$ cat config.mk
export PLATFORM = sky130hd
export DESIGN_NAME = interface_hcsr04_uc_flat
export DESIGN_NICKNAME = d
export VERILOG_FILES = /design/src/rtl/interface_hcsr04_uc_if.sv /design/src/rtl/interface_hcsr04_uc.sv /design/src/flat_wrapper.sv
export SDC_FILE = /design/constraint.sdc
export NUM_CORES = 1
export LEC_CHECK = 0
export ABC_AREA = 1
export CORE_AREA = 2 2 39 41
export CTS_CLUSTER_SIZE = 25
export DETAILED_ROUTE_END_ITERATION = 8
export DIE_AREA = 0 0 41 43
export PLACE_DENSITY = 0.43
export REMOVE_ABC_BUFFERS = 1
export SLEW_MARGIN = 15
export SYNTH_ARGS = -nofsm -noshare
export SYNTH_HDL_FRONTEND = slang
export SYNTH_SLANG_ARGS = --single-unit
$ cat constraint.sdc
create_clock -name clock -period 2.6 [get_ports clock]
set_clock_uncertainty 0.05 [all_clocks]
set_input_delay 0.78 -clock clock [delete_from_list [all_inputs] [get_ports clock]]
set_output_delay 0.78 -clock clock [all_outputs]
set_load 0.01 [all_outputs]
$ cat src/rtl/interface_hcsr04_uc_if.sv
// Control/status bundle between the HC-SR04 control unit and its environment.
// master = datapath/sensor side, slave = control unit side.
interface interface_hcsr04_uc_if;
  logic       medir;
  logic       echo;
  logic       fim_medida;
  logic       fim;
  logic       zera;
  logic       gera;
  logic       registra;
  logic       pronto;
  logic       timeout;
  logic [3:0] db_estado;

  modport master (
    output medir, echo, fim_medida, fim,
    input  zera, gera, registra, pronto, timeout, db_estado
  );

  modport slave (
    input  medir, echo, fim_medida, fim,
    output zera, gera, registra, pronto, timeout, db_estado
  );
endinterface

$ cat src/rtl/interface_hcsr04_uc.sv
// Moore control unit for the HC-SR04 interface: clear, trigger, wait echo, capture, register.
// Define HCSR04_WATCHDOG_EN to build the echo watchdog, the erro state and the timeout flag.
module interface_hcsr04_uc #(
  parameter int TIMEOUT_CICLOS = 3000000,
  parameter int TW             = 22
) (
  input logic                  clock,
  input logic                  reset,
  interface_hcsr04_uc_if.slave bus
);

  typedef enum logic [3:0] {
    st_inicial       = 4'b0000,
    st_preparacao    = 4'b0001,
    st_envia_trigger = 4'b0010,
    st_espera_echo   = 4'b0011,
    st_medida        = 4'b0100,
    st_armazenamento = 4'b0101,
    st_final_medida  = 4'b0110,
    st_erro          = 4'b1111
  } state_e;

  // Reject a counter too narrow to ever reach the limit.
  if (TIMEOUT_CICLOS < 1 || (64'(1) << TW) <= 64'(TIMEOUT_CICLOS)) begin : g_bad_cfg
    $error("interface_hcsr04_uc: TW too small for TIMEOUT_CICLOS");
  end

  state_e state_q, state_d;

`ifdef HCSR04_WATCHDOG_EN
  logic [TW-1:0] wd_q, wd_d;
  logic          timeout_q, timeout_d;
  logic          wd_fire;

  assign wd_fire = (wd_q == TW'(TIMEOUT_CICLOS - 1));
`endif

  // NOTE: every variable gets a default before the case, so no path can infer a latch.
  always_comb begin
    state_d = st_inicial;
    case (state_q)
      st_inicial:       state_d = bus.medir ? st_preparacao : st_inicial;
      st_preparacao:    state_d = st_envia_trigger;
      st_envia_trigger: state_d = st_espera_echo;
      st_espera_echo: begin
        if (bus.echo) state_d = st_medida;
`ifdef HCSR04_WATCHDOG_EN
        else if (wd_fire) state_d = st_erro;
`endif
        else state_d = st_espera_echo;
      end
      st_medida: begin
        // Completion has priority over a watchdog fire in the same cycle.
        if (bus.fim_medida || bus.fim) state_d = st_armazenamento;
`ifdef HCSR04_WATCHDOG_EN
        else if (wd_fire) state_d = st_erro;
`endif
        else state_d = st_medida;
      end
      st_armazenamento: state_d = st_final_medida;
      st_final_medida:  state_d = st_inicial;
`ifdef HCSR04_WATCHDOG_EN
      st_erro:          state_d = st_inicial;
`endif
      default:          state_d = st_inicial;
    endcase
  end

  // NOTE: state flops use non-blocking assignments so every flop samples pre-edge values.
  always_ff @(posedge clock or negedge reset) begin
    if (!reset) state_q <= st_inicial;
    else        state_q <= state_d;
  end

`ifdef HCSR04_WATCHDOG_EN
  always_comb begin
    wd_d      = wd_q;
    timeout_d = timeout_q;
    if (state_q == st_envia_trigger)
      wd_d = '0;
    else if (state_q == st_espera_echo || state_q == st_medida)
      wd_d = wd_q + TW'(1);
    if (state_q == st_preparacao)
      timeout_d = 1'b0;
    else if (state_q == st_erro)
      timeout_d = 1'b1;
  end

  always_ff @(posedge clock or negedge reset) begin
    if (!reset) begin
      wd_q      <= '0;
      timeout_q <= 1'b0;
    end else begin
      wd_q      <= wd_d;
      timeout_q <= timeout_d;
    end
  end

  assign bus.timeout = timeout_q;
`else
  assign bus.timeout = 1'b0;
`endif

  assign bus.zera      = (state_q == st_preparacao);
  assign bus.gera      = (state_q == st_envia_trigger);
  assign bus.registra  = (state_q == st_armazenamento);
  assign bus.pronto    = (state_q == st_final_medida);
  assign bus.db_estado = state_q;

endmodule

$ cat src/flat_wrapper.sv
// flat-port wrapper written by rule: the top's interface ports become plain ports
module interface_hcsr04_uc_flat 
#(
  parameter int TIMEOUT_CICLOS = 3000000,
  parameter int TW             = 22
)
  (clock, reset, bus_medir, bus_echo, bus_fim_medida, bus_fim, bus_zera, bus_gera, bus_registra, bus_pronto, bus_timeout, bus_db_estado);
  interface_hcsr04_uc_if bus_i ();
  input logic clock;
  input logic reset;
  input wire logic [$bits(bus_i.medir)-1:0] bus_medir;
  input wire logic [$bits(bus_i.echo)-1:0] bus_echo;
  input wire logic [$bits(bus_i.fim_medida)-1:0] bus_fim_medida;
  input wire logic [$bits(bus_i.fim)-1:0] bus_fim;
  output wire logic [$bits(bus_i.zera)-1:0] bus_zera;
  output wire logic [$bits(bus_i.gera)-1:0] bus_gera;
  output wire logic [$bits(bus_i.registra)-1:0] bus_registra;
  output wire logic [$bits(bus_i.pronto)-1:0] bus_pronto;
  output wire logic [$bits(bus_i.timeout)-1:0] bus_timeout;
  output wire logic [$bits(bus_i.db_estado)-1:0] bus_db_estado;
  assign bus_i.medir = bus_medir;
  assign bus_i.echo = bus_echo;
  assign bus_i.fim_medida = bus_fim_medida;
  assign bus_i.fim = bus_fim;
  assign bus_zera = bus_i.zera;
  assign bus_gera = bus_i.gera;
  assign bus_registra = bus_i.registra;
  assign bus_pronto = bus_i.pronto;
  assign bus_timeout = bus_i.timeout;
  assign bus_db_estado = bus_i.db_estado;
  interface_hcsr04_uc #(.TIMEOUT_CICLOS(TIMEOUT_CICLOS), .TW(TW)) u_core (.clock(clock), .reset(reset), .bus(bus_i));
endmodule
# Yosys cells after proc, flatten, opt, wreduce, memory -nomap -nowiden
# Cells that the tools add are included.
# word_totals
input_bits,6
out_inout_bits,9
elab_cells,13
register_bits,4
# classes
n_mux,4
eq_ne,6
reduce_logical,2
# op_table
op,count
4-bit case mux with 6 select lines,1
4-bit by 3-bit equality test with 1-bit output (second input constant),3
4-bit by 2-bit equality test with 1-bit output (second input constant),2
4-bit by 1-bit equality test with 1-bit output (second input constant),1
4-bit logical NOT,1
3-bit two-way mux,1
1-bit two-way mux,2
1-bit logical OR,1

# Depth between registers and ports, before layout
# logic_depth
depth_word,3
depth_mapped,5

# Worst setup path after synthesis
# Ideal clock, no wire load.
# synth_path
path_kind,register to output
startpoint,"register u_core.state_q[1], in the netlist u_core.bus.db_estado[1]"
endpoint,output port bus_pronto
required_ps,1770
path_buffers,0
arrival_ps,814
stages_incl_launch_ff,3
slack_ps,956
cell_sequence,dfrtp_1 -> inv_1 -> nor3_1
# synth_between
elab_chain_cells,1
# synth_rtl
item,line_no,source
from (decl),interface_hcsr04_uc.sv:28,"state_e state_q, state_d;"
from (signal assigned),interface_hcsr04_uc.sv:71,if (!reset) state_q <= st_inicial;
from (signal assigned),interface_hcsr04_uc.sv:72,else state_q <= state_d;
4-bit by 3-bit equality test with 1-bit output,interface_hcsr04_uc.sv:107,assign bus.pronto = (state_q == st_final_medida);
to (decl),flat_wrapper.sv:18,output wire logic [$bits(bus_i.pronto)-1:0] bus_pronto;
# No other way between the ends.

# Final worst setup path
# layout_path
startpoint,"register u_core.state_q[1], in the netlist u_core.bus.db_estado[1]"
endpoint,output port bus_registra
# layout_between
elab_chain_cells,1
# layout_rtl
item,line_no,source
4-bit by 3-bit equality test with 1-bit output,interface_hcsr04_uc.sv:106,assign bus.registra = (state_q == st_armazenamento);
to (decl),flat_wrapper.sv:17,output wire logic [$bits(bus_i.registra)-1:0] bus_registra;
# No other way between the ends.

==> results.toml <==
[job]
maxCapViolations = 0

[power]
power_w = 0.0003956
p_per_area_nw_per_um2 = 1171
peakVddDrop_mv = 0.2708
p_leak_nw = 0.1554

[global_routing]
grtUsageMet3 = 0.07853
grt_first_pass_wirelength_um = 717
use_met1 = 0.07097
grt_pass1_vias = 182
antenna_found_initial = 0
grt_overflow = 0
grt_busiest_layer = "met3"
grt_use_total = 0.06834
grt_max_degree = 8
use_met2 = 0.07813

[synth]
synth_edf_count = 0
synth_most_common_cell = "nand2_1"
ys_seq_area_frac = 0.4110
synth_cells = 27
synth_area_um2 = 182.7
yosysUniqueCellTypes = 12
synth_top_cell_area_share = 0.4110
yosysTopAreaCell = "dfrtp_1"
postSynth.asyncResetShare = 1.000
synth.avg_cell_area_um2 = 6.766
ys_warn_count = 0
synth-main-ff-cell = "dfrtp_1"
yosys-top-cells-area = "dfrtp_1, nand2_1, buf_4"
ys_ff_latch = 3
synthTopCellsByCount = "nand2_1, nor2_1, dfrtp_1, inv_1"

[clock_tree]
cts_hold_buf = 0
numClockSinks = 3
post_cts_resized = 0
cts_setup_buffers = 0
cts_buffers = 3
path_clk_slew_ns = 0.04
cts_tree = "done"
htreeDepth = 1
root_buffer = "clkbuf_4"
clkLatencyLatePin_ns = 0.23
clock_path_buffers = 2

[final_layout]
fin_cells = 58
final_nets = 49
final_cell_area_um2 = 337.8
largest_reg_flops = 3
fillers = 162
diodes = 0
drive_above_1_share = 0.1190
areaGrowthSynthToFinish_pct = 84.93
seq_area_um2 = 75.07
fin_util = 0.2441
multi_input_area_um2 = 81.33

[sta]
finalHoldViolCount = 0
finalSetupViolations = 0
fmax_mhz = 427.6
fin_crit_sh = 0.8995
setup_tns_ns = 0
rsz0062_at_grt = "no"
fin_crit_ns = 2.339
report.final.slew_viol_count = 0

[worst_setup_path]
r2r-start = "u_core.bus.db_estado[2]"
cp.required_ns = 1.77
worstSetupStartpointType = "flip-flop"
cp_slowest_cell = "clkdlybuf4s50_1"
critPathMaxFanout = 5
path_class = "reg2out"
cp_cell_sequence = "inv_1 -> nand2_1 -> nor2_1 -> clkdlybuf4s50_1"
cp_data_arrival_time_ns = 1.51
slowest_delay_ns = 0.54
r2r_slack_ns = 1.71
cp-end-kind = "primary output"
rr_worst_depth = 5
r2r-end = "u_core.bus.db_estado[0]"

[die]
fp-row-count = 14
initial_core_util = 0.1320
die_x_um = 41
io_pins = 15
core_area_um2 = 1384
die_h_um = 43
die-area_um2 = 1763

[min_path]
holdCritStartpoint = "u_core.bus.db_estado[1]"
hold_depth = 1
worstHoldEndpoint = "u_core.bus.db_estado[2]"
hold_class = "reg2reg"

[route]
routed_wl_um = 441
dr.pass1.iters = 4
via_per_inst = 3.552
drt_iter0_markers = 3
vias = 206
drtAntennaViolNets = 0
wire_per_inst_um = 7.603
route.detailed.drc = 0

[place]
placed_cell_area_um2 = 311.5
dp_cells = 54
globalplace.congestion = 0.6335
port_buffers = 12
dp_hpwl_um = 350.9

[run_status]
status = "finished clean"
final cells by class:
type / instances / share of cell area
Timing Repair Buffer: 12 / 0.3556
Sequential cell: 3 / 0.2222
Inverter: 4 / 0.04444
Clock buffer: 4 / 0.07778
Multi-Input combinational cell: 19 / 0.2407
Tap cell: 16 / 0.05926
kinds of logic after synthesis:
kind of cell,share of synthesized area
DFF,0.4109
other,0.02053
buffers and inverters,0.1643
AOI/OAI and AO/OA,0.02737
and+or+nand+nor,0.3767
metal layers:
| metal | vias to the layer above | wire (um) | part of all wire |
|---|---|---|---|
| li1 | 110 | - | - |
| met1 | 86 | 196 | 0.44 |
| met2 | 10 | 196 | 0.44 |
| met3 | 0 | 48 | 0.11 |
| met4 | 0 | 0 | 0 |
| met5 | - | 0 | 0 |
through the flow:
| stage | hold slack, ns | worst slack (ns) |
|---|---|---|
| 2_1_floorplan | 0.4344 | 0.9561 |
| 6_report | 0.5099 | 0.2613 |
| 5_1_grt | 0.5565 | 0.1448 |
| 3_5_place_dp | 0.5230 | 0.4976 |
| 3_3_place_gp | 0.4887 | 0.4958 |
| 4_1_cts | 0.5279 | 0.2311 |
power by group:
group	switching (W)	leakage, nW	total [W]	internal [W]
combinational	0.0000977	0.103	0.000210	0.000113
sequential	0.0000336	0.0372	0.000105	0.0000717
clock	0.0000226	0.0150	0.0000800	0.0000574
total	0.000154	0.155	0.000396	0.000242
critical path: cells and delay by family (launching register included):
kind,cells,cell delay [ns]
buf+inv,2,0.66
flops,1,0.40
simple gates,2,0.21
placed cells by master, fill, tap and decap left out:
cell / n
clkbuf_1: 1
clkbuf_4: 3
clkdlybuf4s50_1: 12
conb_1: 2
dfrtp_1: 3
inv_1: 3
inv_2: 1
nand2_1: 7
nand3_1: 1
nand4_1: 1
nor2_1: 4
nor2_2: 1
nor3_1: 2
o21ai_0: 1
how the worst max path moves through the flow:
stage | end | depth (start not counted) | start | slack (ns)
6_report | bus_registra | 4 | u_core.bus.db_estado[1] | 0.26
5_1_grt | bus_registra | 4 | u_core.bus.db_estado[1] | 0.14
4_1_cts | bus_registra | 4 | u_core.bus.db_estado[1] | 0.23
3_5_place_dp | bus_registra | 4 | u_core.bus.db_estado[1] | 0.50
3_3_place_gp | bus_registra | 4 | u_core.bus.db_estado[1] | 0.50
2_1_floorplan | bus_pronto | 2 | u_core.bus.db_estado[1] | 0.96
(Power assumes the default switching activity.)
